--- src/rtl/ushift_ctrl.sv ---
// ushift_ctrl: command sequencer driving an external 4-bit universal shift register; rotation enabled by USHIFT_CTRL_ROTATE_EN
module ushift_ctrl (
  input  logic       clk,
  input  logic       clear_b,
  input  logic       cmd_valid,
  output logic       cmd_ready,
  input  logic [2:0] cmd_op,
  input  logic [1:0] cmd_cnt,
  input  logic [3:0] cmd_data,
  input  logic       cmd_fill,
  input  logic [3:0] a_par,
  output logic [1:0] sel,
  output logic       msb_in,
  output logic       lsb_in,
  output logic [3:0] i_par,
  output logic       busy,
  output logic       done
);
  localparam logic [1:0] IDLE = 2'd0, EXEC = 2'd1, DONE = 2'd2;
  localparam logic [2:0] NOP = 3'd0, LOAD = 3'd1, SHR = 3'd2, SHL = 3'd3, ROR = 3'd4, ROL = 3'd5, CLR = 3'd6, RSV = 3'd7;
`ifdef USHIFT_CTRL_ROTATE_EN
  localparam logic ROT = 1'b1;
`else
  localparam logic ROT = 1'b0;
`endif
  logic [1:0] state;
  logic [2:0] op;
  logic [2:0] cnt;
  logic [3:0] data;
  logic       fill;
  logic       hs;
  logic       exec;
  assign hs = cmd_valid & cmd_ready;
  assign exec = state == EXEC;
  // command capture, step countdown and IDLE -> EXEC -> DONE sequencing
  always_ff @(posedge clk or negedge clear_b) begin
    if (!clear_b) begin
      state <= IDLE;
      op <= NOP;
      cnt <= 3'd0;
      data <= 4'd0;
      fill <= 1'b0;
    end else if (hs) begin
      op <= cmd_op;
      data <= cmd_op == CLR ? 4'd0 : cmd_data;
      fill <= cmd_fill;
      cnt <= (cmd_op == LOAD || cmd_op == CLR) ? 3'd1 : {1'b0, cmd_cnt} + 3'd1;
      state <= (cmd_op == NOP || cmd_op == RSV) ? DONE : EXEC;
    end else if (exec) begin
      cnt <= cnt - 3'd1;
      state <= cnt == 3'd1 ? DONE : EXEC;
    end else if (state == DONE) begin
      state <= IDLE;
    end
  end
  // register mode and serial inputs; rotation feeds the opposite end of the register back in
  always_comb begin
    sel = !exec ? 2'b00 : (op == LOAD || op == CLR) ? 2'b11 : (op == SHR || op == ROR) ? 2'b01 : (op == SHL || op == ROL) ? 2'b10 : 2'b00;
    msb_in = (exec && ROT && op == ROR) ? a_par[0] : fill;
    lsb_in = (exec && ROT && op == ROL) ? a_par[3] : fill;
  end
  assign i_par = data;
  assign cmd_ready = state == IDLE;
  assign busy = state != IDLE;
  assign done = state == DONE;
endmodule

--- config.mk ---
export PLATFORM = sky130hd
export DESIGN_NAME = ushift_ctrl
export DESIGN_NICKNAME = d
export VERILOG_FILES = /design/src/rtl/ushift_ctrl.sv
export SDC_FILE = /design/constraint.sdc
export NUM_CORES = 1
export LEC_CHECK = 0
export BUFFER_PORTS_ARGS = -buffer_cell sky130_fd_sc_hd__buf_4
export CAP_MARGIN = 20
export CELL_PAD_IN_SITES_DETAIL_PLACEMENT = 1
export CELL_PAD_IN_SITES_GLOBAL_PLACEMENT = 1
export CORE_ASPECT_RATIO = 0.8
export CORE_MARGIN = 2
export CORE_UTILIZATION = 37
export CTS_BUF_LIST = sky130_fd_sc_hd__clkbuf_16
export CTS_CLUSTER_DIAMETER = 100
export DETAILED_ROUTE_END_ITERATION = 12
export PLACE_DENSITY_LB_ADDON = 0.1
export SYNTH_ARGS = -nofsm -noshare
export SYNTH_HDL_FRONTEND = slang
export SYNTH_SLANG_ARGS = --single-unit
--- constraint.sdc ---
create_clock -name clk -period 4.4 [get_ports clk]
set_input_delay 0.22 -clock clk [delete_from_list [all_inputs] [get_ports clk]]
set_output_delay 0.22 -clock clk [all_outputs]
set_load 0.05 [all_outputs]
---- Word-level counts from Yosys, hierarchy flattened ----
Index checks and enable logic that the tools add are counted.
storage, ports and cells
  flip-flop bits (word level) ............. 13
  word-level logic and storage cells ...... 43
cells by class
  $add $sub $neg .......................... 2
  eq/ne operators ......................... 12
  mux-type cells .......................... 13
  bitwise logic cells ..................... 1
  reductions and logical operators ........ 10
operators with widths
  kind                   number
  $mux W2                9
  $eq A3 B3 Y1 const B   5
  $eq A3 B1 Y1 const B   3
  $mux W3                3
  $eq A3 B2 Y1 const B   2
  $logic_or A1 B1 Y1     5
  $mux W4                1
  $reduce_bool A2 Y1     2
  $add A2 B1 Y3 const B  1
  $logic_not A3 Y1       1
  $reduce_bool A3 Y1     1
  $sub A3 B1 Y3 const B  1
  $eq A2 B1 Y1 const B   1
  $eq A2 B2 Y1 const B   1
  $logic_not A2 Y1       1
  $and A1 B1 Y1          1

---- Depth between registers and ports, before layout ----
Gate-level depths: netlist of the first run.
  depth after elaboration ................. 6
  gate-level depth with buffers ........... 5

---- Least setup slack after synthesis of the first run ----
No wires, ideal clock.
  path type ............................... register -> output
  start ................................... reg state[0]
  end ..................................... out busy
  data arrival time ....................... 1.658 ns
  path slack .............................. 2.522 ns
  stages on the path, launching flop included .. 4
  path through ............................ dfrtp_1 -> buf_6 -> nor2_1 -> inv_1
between the ends
  longest elaborated chain between the ends .. 1
RTL lines
  item                    RTL line  source
  start, declared         26        logic [1:0] state;
  start signal, assigned  48        state <= (cmd_op == NOP || cmd_op == RSV) ? DONE : EXEC;
  start signal, assigned  51        state <= cnt == 3'd1 ? DONE : EXEC;
  $reduce_bool A2 Y1      64        assign busy = state != IDLE;
  end, declared           16        output logic busy,
Every way passes these cells.

---- Worst setup path after layout of the first run ----
  start ................................... reg state[0]
  end ..................................... out sel[1]
between the ends
  longest elaborated chain between the ends .. 2
RTL lines
  item           RTL line  source
  $eq A2 B1 Y1   34        assign exec = state == EXEC;
  $mux W2        58        sel = !exec ? 2'b00 : (op == LOAD || op == CLR) ? 2'b11 : (op == SHR || op == ROR) ? 2'b01 : (op == SHL || op ...
  end, declared  12        output logic [1:0] sel,
Every way passes these cells.

==> results of run 1 <==
-- cell families (layout without fill, tap and decap cells) --
family | count (synthesis) | count (layout) | synth area share, %
simple gates | 20 | 20 | 16.0
compound gates | 16 | 16 | 17.2
flops | 13 | 13 | 45.1
buf+inv | 7 | 32 | 6.25
mux | 4 | 4 | 7.81
fa+ha+maj | 3 | 3 | 5.21
xor+xnor | 2 | 2 | 2.43
-- per-stage QoR --
step	setup WS, ps	hold slack [ps]	total power [mW]
floorplan	2520	-75.6	0.600
global placement	2940	75.4	0.704
detailed placement	2930	76.8	0.716
CTS	2800	198	0.892
global route	2730	202	0.939
finish	2810	200	0.881
-- registers in the layout, indices dropped and copies added, names as in the netlist --
register	count
cnt	3
op	3
i_par	4
lsb_in	1
state	2
-- metal layers --
metal	vias to the layer above	GRT usage, %
met3	5	7.24
met5	-	0
met4	0	4.62
li1	281	-
met1	285	19.0
met2	14	28.4
-- layout make-up --
cell class                 count  area [um^2]
tap                           24         30.0
fill                         214          875
sequential                    13          325
clock inverter                 1         3.75
clock buffer                   3         75.1
multi-input combinational     45          350
inverter                       4         15.0
timing repair buffer          24          183
-- power breakdown --
group / total, mW / internal (mW) / switching (mW) / leakage [nW]
combinational: 0.478 / 0.184 / 0.294 / 0.292
sequential: 0.234 / 0.179 / 0.0557 / 0.156
clock: 0.169 / 0.120 / 0.0489 / 0.0423
-- synth_stat cells (all sizes together) --
cell    count  share of area, %
nand3       1              0.69
buf         3               4.2
o21ai       4               2.8
mux2        4               7.8
and2b       1               1.2
nand2       3               1.6
nand3b      2               2.1
a211o       1               1.2
or2b        1               1.0
or3b        3               4.0
o21ba       1               1.4
nor2        7               3.6
a31oi       3               2.6
xor2        2               2.4
or3         1              0.87
nand2b      1              0.87
inv         4               2.1
a32o        1               1.4
ha          3               5.2
a22o        4               5.6
dfrtp      13                45
a311oi      1               1.2
a211oi      1               1.0
-- timing repair --
action                    CTS  global route
hold buffers                1             0
buffers inserted            0             0
hold endpoints to repair   13             0
-- final timing paths --
kind / to / slack, ps / cells past startpoint
max reg2reg: i_par[0] / 2920 / 3
max: sel[1] / 2810 / 3
min in group asynchronous: lsb_in / 390 / 2
max in group asynchronous: cnt[2] / 3850 / 2
min reg2reg: i_par[3] / 510 / 1
min: i_par[2] / 200 / 2
==> impl_metrics.csv, run 1 <==
group,metric,value,unit
yosys,syn_inst,65,
timing,setup_viol,0,
layout,utilization,52.9,%
critical_path,max_stage_delay,500,ps
detailed_routing,dr_wl_met2,803,um
yosys,ys_types,26,
run,drv_cap,0,
pwr,leakage,0.490,nW
layout,area_growth,36.3,%
timing,fmax,0.631,GHz
placement,gp_congestion,0.700,
layout,fin_cells,114,
global_route,overflow,0,
clock_network,path_clk_slew,40,ps
placement,dpl.cell_count,109,
min_path,hp-start,"cmd_data[2]",
layout,final_layout_size_suffix_gt1_share,43.3,%
detailed_routing,wl,1590,um
timing,tns,0,ps
yosys,synth_seq_cells,13,
layout,n_antenna_cell,0,
detailed_routing,ant_nets,0,
die,die_y,43.5,um
layout,post-route-cell-area,982,um^2
timing,post-route-period-util,36.0,%
placement,port_buffers,23,
detailed_routing,top_layer,"met4",
clock_network,cts_buffers,3,
critical_path,critical_path_class,"flip-flop to output pin",
clock_network,numClockSinks,13,
clock_network,h-tree-depth,1,
pwr,vdd_drop_max,0.499,mV
critical_path,timing.rr.start,"state[0]",
clock_network,tritoncts,"built",
timing,slew_headroom,80.6,%
global_route,grt_max_degree,14,
detailed_routing,dr_wl_met3,91,um
critical_path,crit_family,"flip-flops",
layout,layout_commonest_cell,"buf_4",
clock_network,clockRootBuffer,"clkbuf_16",
detailed_routing,drtPass1Iterations,2,
global_route,antenna_found_initial,0,
yosys,ys_seq_area_share,45.1,%
timing,rsz0062_at_grt,"no",
critical_path,crit_buf_inv,1,
placement,place_area,893,um^2
die,fp.dieArea,2320,um^2
detailed_routing,avgViaCountPerCell,5.13,
global_route,grt_pass1_wl,2750,um
timing,finClkSkew,2.76,ps
detailed_routing,drt_iter0_markers,3,
critical_path,slowest_stage,"dfrtp_1",
critical_path,worstPathMaxFanout,10,
yosys,synth_fp_nets,85,
yosys,synth_area_per_cell,11.1,um^2
die,start_util,38.8,%
detailed_routing,wl_met1,675,um
detailed_routing,route.detailed.drc,0,
placement,place_hpwl,1160,um
detailed_routing,wl_per_cell,13.9,um
yosys,yosysWarnings,0,
clock_network,clk_path_buf_depth,2,
die,die_x,53.3,um
critical_path,cp-start-kind,"flip-flop",
run_status,run_status,"finished clean",
timing,drv_slew,0,
yosys,synth_area,721,um^2
timing,period_needed,1590,ps
critical_path,cp-startpoint,"state[0]",
clock_network,post_cts_resized,0,
timing,final-hold-violation-count,0,
timing,worst_pin_slew,291,ps
detailed_routing,vias,585,
pwr,power-per-cell-area,897,nW/um^2
layout,mostFrequentLayoutCells,"23 x buf_4, 13 x dfrtp_1, 7 x nor2_1",
die,core,1860,um^2
global_route,track_usage,16.7,%
layout,final_nets,111,
critical_path,endpoint_kind,"output pin",
global_route,grt_pass1_vias,636,
clock_network,clock_latency,240,ps
critical_path,cp_cell_sequence,"or2b_1, nor2_1, buf_4",
die,pin_count,28,
critical_path,crit_required,4180,ps
critical_path,cp.arrival,1370,ps
min_path,hp-class,"primary input to flip-flop",
die,rows,14,
(Power assumes the default switching activity.)
==> run 2: changes to the inputs <==
--- a/config.mk
+++ b/config.mk
@@ -11,7 +11,7 @@
 export CELL_PAD_IN_SITES_GLOBAL_PLACEMENT = 1
 export CORE_ASPECT_RATIO = 0.8
 export CORE_MARGIN = 2
-export CORE_UTILIZATION = 37
+export CORE_UTILIZATION = 35
 export CTS_BUF_LIST = sky130_fd_sc_hd__clkbuf_16
 export CTS_CLUSTER_DIAMETER = 100
 export DETAILED_ROUTE_END_ITERATION = 12
==> constraint.sdc (replaced) <==
create_clock -name clk -period 1.6 [get_ports clk]
set_input_delay 0.08 -clock clk [delete_from_list [all_inputs] [get_ports clk]]
set_output_delay 0.08 -clock clk [all_outputs]
set_load 0.05 [all_outputs]
==> impl_metrics.csv, run 2 (synthesized netlist as in run 1, its figures left out) <==
group,metric,value,unit
timing,drv_slew,0,
die,rows,14,
global_route,grt_pass1_wl,2660,um
clock_network,clock_latency,240,ps
global_route,grtUsageMet3,5.07,%
detailed_routing,wl_per_cell,14.1,um
die,die_y,44.6,um
global_route,grt_max_degree,14,
detailed_routing,drtPass1Iterations,3,
timing,fmax,0.700,GHz
detailed_routing,vias,594,
run_status,run_status,"finished clean",
timing,rsz0062_at_grt,"no",
pwr,internal_power,1.36,mW
min_path,min_delay_path_depth,2,
die,fp.dieArea,2440,um^2
layout,final_nets,113,
detailed_routing,route.detailed.drc,0,
global_route,track_usage,16.0,%
timing,hold_slack,61.1,ps
pwr,p_seq_share,24.7,%
clock_network,clk_path_buf_depth,2,
global_route,grt_use_met1,18.8,%
critical_path,cp_cell_sequence,"buf_4, or2b_1, nor2_1, buf_4",
timing,worst_pin_slew,247,ps
clock_network,tritoncts,"built",
timing,finClkSkew,3.63,ps
layout,post-route-cell-area,1000,um^2
clock_network,post_cts.repair.setup_buffers,0,
global_route,overflow,0,
critical_path,max_stage_delay,370,ps
layout,final_layout_size_suffix_gt1_share,45.7,%
run,drv_cap,0,
global_route,use_met2,26.9,%
critical_path,cpMostUsedCell,"buf_4",
clock_network,h-tree-depth,1,
critical_path,crit_required,1520,ps
detailed_routing,drt_iter0_markers,7,
critical_path,timing.rr.start,"state[1]",
critical_path,r2r_end,"i_par[2]",
layout,area_growth,38.7,%
clock_network,path_clk_slew,40,ps
min_path,hp-start,"cmd_data[3]",
placement,dpl.cell_count,111,
placement,port_buffers,23,
pwr,power-per-cell-area,2470,nW/um^2
die,die_x,54.7,um
placement,place_hpwl,1250,um
critical_path,cp-start-kind,"flip-flop",
critical_path,rrSetupSlack,240,ps
pwr,finalPower,2.46,mW
layout,n_antenna_cell,0,
detailed_routing,ant_nets,0,
min_path,hold_end,"i_par[3]",
timing,slew_headroom,83.5,%
critical_path,slowest_stage,"dfrtp_1",
global_route,antenna_found_initial,0,
clock_network,numClockSinks,13,
global_route,top_usage_layer,"met2",
die,core,1910,um^2
pwr,vdd_drop_max,1.12,mV
pwr,p_switching,1.11,mW
pwr,clockPowerShare,18.6,%
critical_path,reg2regPathDepth,3,
layout,layout_commonest_cell,"buf_4",
min_path,hp-class,"primary input to flip-flop",
placement,place_area,911,um^2
clock_network,clockRootBuffer,"clkbuf_16",
critical_path,worstPathMaxFanout,7,
pwr,leakage,0.500,nW
layout,largest_reg_flops,4,
detailed_routing,wl,1630,um
timing,setup_viol,0,
die,start_util,37.7,%
global_route,grt_pass1_vias,576,
clock_network,cts_buffers,3,
critical_path,critical_path_class,"flip-flop to output pin",
pwr,swShare,45.0,%
layout,fin_cells,116,
die,pin_count,28,
layout,mostFrequentLayoutCells,"25 x buf_4, 13 x dfrtp_1, 6 x nor2_1",
pwr,p_comb_share,56.7,%
detailed_routing,avgViaCountPerCell,5.12,
timing,post-route-period-util,89.3,%
placement,gp_congestion,0.687,
critical_path,endpoint_kind,"output pin",
timing,tns,0,ps
timing,final-hold-violation-count,0,
timing,period_needed,1430,ps
critical_path,cp.arrival,1350,ps
run 2: per-stage QoR:
step / utilization, % / setup slack [ps]
2_1_floorplan: - / 168
3_3_place_gp: 47.7 / 264
3_5_place_dp: 47.7 / 243
4_1_cts: 52.4 / 158
5_1_grt: 52.4 / 93.7
6_report: 52.4 / 171
run 2: how the worst max path moves through the flow:
stage          endpoint  slack (ps)      from
3_5_place_dp   i_par[2]         240  state[1]
5_1_grt          sel[0]          90  state[0]
2_1_floorplan    sel[0]         170  state[0]
6_report         sel[1]         170  state[1]
3_3_place_gp   i_par[1]         260  state[1]
4_1_cts          sel[1]         160  state[1]
run 2: layout make-up:
cell class                 count  area (um^2)
fill                         227          910
multi-input combinational     45          353
sequential                    13          325
timing repair buffer          26          198
clock buffer                   3         75.1
tap                           24         30.0
inverter                       4         15.0
clock inverter                 1         3.75
run 2: per-layer routing:
metal | vias to the layer above | part of all wire [%]
li1 | 286 | -
met1 | 291 | 43
met2 | 13 | 52
met3 | 4 | 3.8
met4 | 0 | 1.2
met5 | - | 0
run 2: what timing repair did:
| action | in CTS | in global routing |
|---|---|---|
| endpoints found under the hold margin | 13 | 0 |
| hold buffers | 1 | 0 |
| resized for setup | 0 | 0 |
run 2: critical path: cells and delay by family, from the launching register on:
family | cells | cell delay [ps]
and+or+nand+nor | 2 | 390
DFF | 1 | 370
buffers and inverters | 2 | 360
run 2: power groups by stage:
| stage | logic [mW] | registers, mW | clock network (mW) |
|---|---|---|---|
| 2_1_floorplan | 0.859 | 0.797 | 0 |
| 3_3_place_gp | 1.37 | 0.600 | 0 |
| 3_5_place_dp | 1.40 | 0.610 | 0 |
| 4_1_cts | 1.41 | 0.611 | 0.467 |
| 5_1_grt | 1.51 | 0.632 | 0.489 |
| 6_report | 1.40 | 0.609 | 0.458 |
